`src/rtl/rst_seq_ctrl.sv`:
```
// Central reset sequencer: holds all domains in reset, then releases them in index order.
// Registered outputs; a request in any state restarts the hold window; no backpressure.
module rst_seq_ctrl #(
  parameter int NUM_SRC     = 3,
  parameter int NUM_DOMAINS = 3,
  parameter int HOLD_CYCLES = 16,
  parameter int STAGE_GAP   = 8,
  parameter int CNT_W       = 8
) (
  input  logic                   clk,
  input  logic                   rst,
  input  logic [NUM_SRC-1:0]     rst_req_i,
  input  logic                   cause_clr_i,
  output logic [NUM_DOMAINS-1:0] domain_rst_o,
  output logic                   seq_busy_o,
  output logic                   seq_done_o,
  output logic [NUM_SRC:0]       rst_cause_o
);

  localparam int IDX_W = (NUM_DOMAINS > 1) ? $clog2(NUM_DOMAINS) : 1;
  localparam logic [CNT_W-1:0] HOLD_LAST = CNT_W'(HOLD_CYCLES - 1);
  localparam logic [CNT_W-1:0] GAP_LAST  = CNT_W'(STAGE_GAP - 1);
  localparam logic [IDX_W-1:0] IDX_LAST  = IDX_W'(NUM_DOMAINS - 1);

  typedef enum logic [1:0] {
    S_HOLD,
    S_RELEASE,
    S_IDLE
  } state_t;

  state_t                 state_q, state_d;
  logic [CNT_W-1:0]       cnt_q, cnt_d;
  logic [IDX_W-1:0]       idx_q, idx_d;
  logic [NUM_DOMAINS-1:0] dom_d;
  logic                   busy_d;
  logic                   done_d;
  logic [NUM_SRC:0]       cause_d;
  logic                   any_req;

  assign any_req = |rst_req_i;

  always_comb begin
    state_d = state_q;
    cnt_d   = cnt_q;
    idx_d   = idx_q;
    dom_d   = domain_rst_o;
    done_d  = 1'b0;

    case (state_q)
      S_HOLD: begin
        dom_d = '1;
        if (any_req) begin
          cnt_d = '0;
        end else if (cnt_q == HOLD_LAST) begin
          cnt_d    = '0;
          dom_d[0] = 1'b0;
          if (NUM_DOMAINS == 1) begin
            state_d = S_IDLE;
            done_d  = 1'b1;
          end else begin
            state_d = S_RELEASE;
            idx_d   = IDX_W'(1);
          end
        end else begin
          cnt_d = cnt_q + CNT_W'(1);
        end
      end

      S_RELEASE: begin
        if (any_req) begin
          // Abort: the partially released sequence never reports done.
          state_d = S_HOLD;
          cnt_d   = '0;
          idx_d   = '0;
          dom_d   = '1;
        end else if (cnt_q == GAP_LAST) begin
          cnt_d        = '0;
          dom_d[idx_q] = 1'b0;
          if (idx_q == IDX_LAST) begin
            state_d = S_IDLE;
            idx_d   = '0;
            done_d  = 1'b1;
          end else begin
            idx_d = idx_q + IDX_W'(1);
          end
        end else begin
          cnt_d = cnt_q + CNT_W'(1);
        end
      end

      default: begin
        dom_d = '0;
        if (any_req) begin
          state_d = S_HOLD;
          cnt_d   = '0;
          idx_d   = '0;
          dom_d   = '1;
        end
      end
    endcase

    busy_d = (state_d != S_IDLE);
  end

  // An active request outranks a simultaneous clear.
  always_comb begin
    cause_d = cause_clr_i ? '0 : rst_cause_o;
    cause_d = cause_d | {rst_req_i, 1'b0};
  end

  always_ff @(posedge clk or negedge rst) begin
    if (!rst) begin
      state_q      <= S_HOLD;
      cnt_q        <= '0;
      idx_q        <= '0;
      domain_rst_o <= '1;
      seq_busy_o   <= 1'b1;
      seq_done_o   <= 1'b0;
      rst_cause_o  <= {{NUM_SRC{1'b0}}, 1'b1};
    end else begin
      state_q      <= state_d;
      cnt_q        <= cnt_d;
      idx_q        <= idx_d;
      domain_rst_o <= dom_d;
      seq_busy_o   <= busy_d;
      seq_done_o   <= done_d;
      rst_cause_o  <= cause_d;
    end
  end

endmodule

```
`config.mk`:
```
export PLATFORM = sky130hd
export DESIGN_NAME = rst_seq_ctrl
export DESIGN_NICKNAME = d
export VERILOG_FILES = /design/src/rtl/rst_seq_ctrl.sv
export SDC_FILE = /design/constraint.sdc
export NUM_CORES = 1
export LEC_CHECK = 0
export ABC_AREA = 1
export CAP_MARGIN = 20
export CORE_UTILIZATION = 48
export DETAILED_ROUTE_END_ITERATION = 7
export GPL_ROUTABILITY_DRIVEN = 0
export PLACE_DENSITY = 0.79
export RECOVER_POWER = 100
export SLEW_MARGIN = 20
export SYNTH_ARGS = -nofsm -noshare
export SYNTH_HDL_FRONTEND = slang
export SYNTH_SLANG_ARGS = --single-unit
```
`constraint.sdc`:
```
create_clock -name clk -period 1.3 [get_ports clk]
set_input_delay 0.13 -clock clk [delete_from_list [all_inputs] [get_ports clk]]
set_output_delay 0.13 -clock clk [all_outputs]
set_load 0.005 [all_outputs]
```
==> flow_summary.yaml <==
grt:
  grt_pass1_wl_um: 3940
  grt_overflow: 0
  grt_antenna_before_repair: 0
  grt_usage_pct: 20.6
  grt_start_max_net_pins: 22
  grt_pass1_vias: 913
synthesis:
  ys_types: 24
  async_reset_ff_share_pct: 100
  synth_edf_count: 0
  avgSynthCellArea_um2: 8.07
  syn_area_mm2: 0.00114
  ys_warn_count: 0
  yosysTopAreaCellShare_pct: 35.2
  synthFlopType: "dfrtp_1"
  syn-num-nets: 148
  ys_ff_latch: 21
  ys_seq_area_share_pct: 46.8
  syn_inst: 141
  netlist_top_cells_area: "dfrtp_1, nand2_1, dfstp_2, inv_1, nand3_1"
  synth_top_area_cell: "dfrtp_1"
sta:
  tightest_slew_ns: 0.518
  fmax_mhz: 734
  hold_viol_final: 0
  skew_ns: 0.00992
  setup_violations: 7
  slew_violations: 0
  min_period_ns: 1.36
  relSlewSlack_pct: 65.5
  rsz0062_at_grt: "true"
  period_share_pct: 105
  setup_ws_ns: -0.0622
die:
  initial_core_util_pct: 51.4
  die-area_mm2: 0.00257
  dieWidth_um: 50.7
  io_pins: 15
  core_area_mm2: 0.00221
  die_h_um: 50.7
  rows: 17
setup_path:
  cp_max_fo: 3
  cp.arrival_ns: 1.61
  required_ns: 1.55
  start_kind: "flip-flop"
  crit_type: "reg2reg"
  endpoint_kind: "flip-flop"
power:
  irDropWorstVdd_mv: 0.646
  powerDensity_mw_per_mm2: 688
  p_total_w: 0.00107
  power_leakage_nw: 0.765
layout:
  final_area_mm2: 0.00155
  drive_gt1_share_pct: 32.4
  num_antenna_cells: 0
  areaGrowthSynthToFinish_pct: 36.5
  final_nets: 187
placed_design:
  port_buffers: 14
  post_dp_cell_area_mm2: 0.00142
  dp_hpwl_um: 1890
route:
  routed_wl_um: 2590
  drt_iter0_drc: 46
  firstDrtPassIters: 4
  drc: 0
  postRouteAntennaNets: 0
  routed_via_density: 4.89
  via_count: 1013
  routedWlPerCell_um: 12.5
cts:
  cts_max_path_buffers: 2
  cts_buffers: 3
  insertion_delay_ns: 0.31
  clk_transition_reported_paths_ns: 0.12
  cts_hold_buf: 0
  cts_tree: "done"
  cts_root_buf: "clkbuf_4"
  clock_sinks: 21
  h-tree-depth: 1
run:
  drv_cap: 0
run_status:
  status: "finished with violations"
  violations: "setup timing"
min_path:
  worstHoldPathType: "in2async"
path summary, 6_finish.rpt:
| check | from | endpoint | slack (ns) | cells past startpoint |
|---|---|---|---|---|
| max in group asynchronous | rst | cnt_q[3] | 0.61 | 2 |
| max reg2reg | cnt_q[0] | cnt_q[6] | -0.06 | 6 |
| min reg2reg | rst_cause_o[0] | rst_cause_o[0] | 0.44 | 2 |
| min | rst | state_q[0] | 0.31 | 2 |
| max | cnt_q[0] | cnt_q[6] | -0.06 | 6 |
| min in group clk | cause_clr_i | rst_cause_o[0] | 0.40 | 2 |
where the power goes:
group          switching, W  total [W]  internal (W)
clock              0.000196   0.000316      0.000120
sequential       0.00000710   0.000671      0.000664
combinational     0.0000439  0.0000814     0.0000374
total              0.000247    0.00107      0.000821
placed cells by master (no fill, tap or decap), types with 2 or more instances in the layout:
| master | instances |
|---|---|
| a21oi_1 | 3 |
| buf_4 | 18 |
| clkbuf_4 | 3 |
| clkdlybuf4s50_1 | 3 |
| dfrtp_1 | 14 |
| dfrtp_2 | 2 |
| dfstp_2 | 5 |
| dlygate4sd2_1 | 8 |
| dlygate4sd3_1 | 2 |
| inv_1 | 17 |
| inv_2 | 4 |
| nand2_1 | 39 |
| nand2_2 | 6 |
| nand3_1 | 8 |
| nand3_4 | 2 |
| nand4_1 | 2 |
| nor2_1 | 8 |
| nor2_4 | 7 |
| nor3_1 | 2 |
| o21ai_0 | 4 |
| o21ai_1 | 3 |
| o21bai_1 | 2 |
| xor2_1 | 3 |
layout make-up:
class	count	area (um^2)
clock buffer	4	26.3
inverter	22	83.8
timing repair buffer	35	302
fill	174	659
sequential	21	534
multi-input combinational	97	572
tap	28	35.0
cells in the mapped netlist, types with 2 or more instances:
library cell   n
nand4_1        2
inv_2          2
xor2_1         3
nand3_2        2
dfrtp_1       16
nand3_1        9
inv_1         19
nor3_1         2
o21ai_1        3
nand2_1       41
nor2_2         4
nor2_1         8
dfstp_2        5
nor2_4         4
a21oi_1        3
o21bai_1       2
nand2_2        5
o21ai_0        5
metrics by stage:
| step | hold slack (ns) | TNS (ns) | util [%] | cells | setup slack, ns |
|---|---|---|---|---|---|
| final | 0.306 | -0.125 | 70.2 | 207 | -0.0622 |
| after global routing | 0.382 | -0.976 | 70.2 | 207 | -0.154 |
| after CTS | 0.155 | -0.0104 | 66.8 | 203 | -0.0104 |
| after detailed placement | 0.428 | -1.49 | 64.1 | 196 | -0.154 |
| after global placement | 0.427 | -1.07 | 64.1 | 196 | -0.114 |
| after floorplan | -0.166 | 0 | - | 141 | 0.0311 |
per-layer routing:
metal | wire length, um | share of wire [%] | GRT usage (%) | vias to the layer above
met1 | 1090 | 42 | 24.4 | 469
met4 | 14 | 0.54 | 2.78 | 0
li1 | - | - | - | 518
met3 | 93 | 3.6 | 5.76 | 4
met2 | 1400 | 54 | 37.6 | 22
met5 | 0 | 0 | 0 | -
critical path: stages (launching register included):
cell	delay, ns
dfrtp_1	0.42
ha_4	0.19
nand3_4	0.10
nor3_1	0.24
xor2_1	0.22
nand2_1	0.08
nand2_1	0.06
sequential cells by signal (all words and copies together), names as in the netlist:
name and flops:
rst_cause_o 4, domain_rst_o 3, seq_done_o 1, cnt_q 8, seq_busy_o 1, state_q 2
idx_q 2
cells by family after synthesis:
logic type      count (synthesis)  synth area share (%)
flops                          21                  46.8
buf+inv                        23                  8.36
xor+xnor                        3                  2.31
simple gates                   79                  33.9
compound gates                 14                  7.59
fa+ha+maj                       1                  1.10
timing repair:
item                                    4_1_cts  5_1_grt
buffers inserted                              3        4
pin swaps                                     5        5
gates resized for setup                      11       16
endpoints found under the setup margin       20       16
cloned                                        0        0
Note: power is estimated with default switching activity, not from simulation.
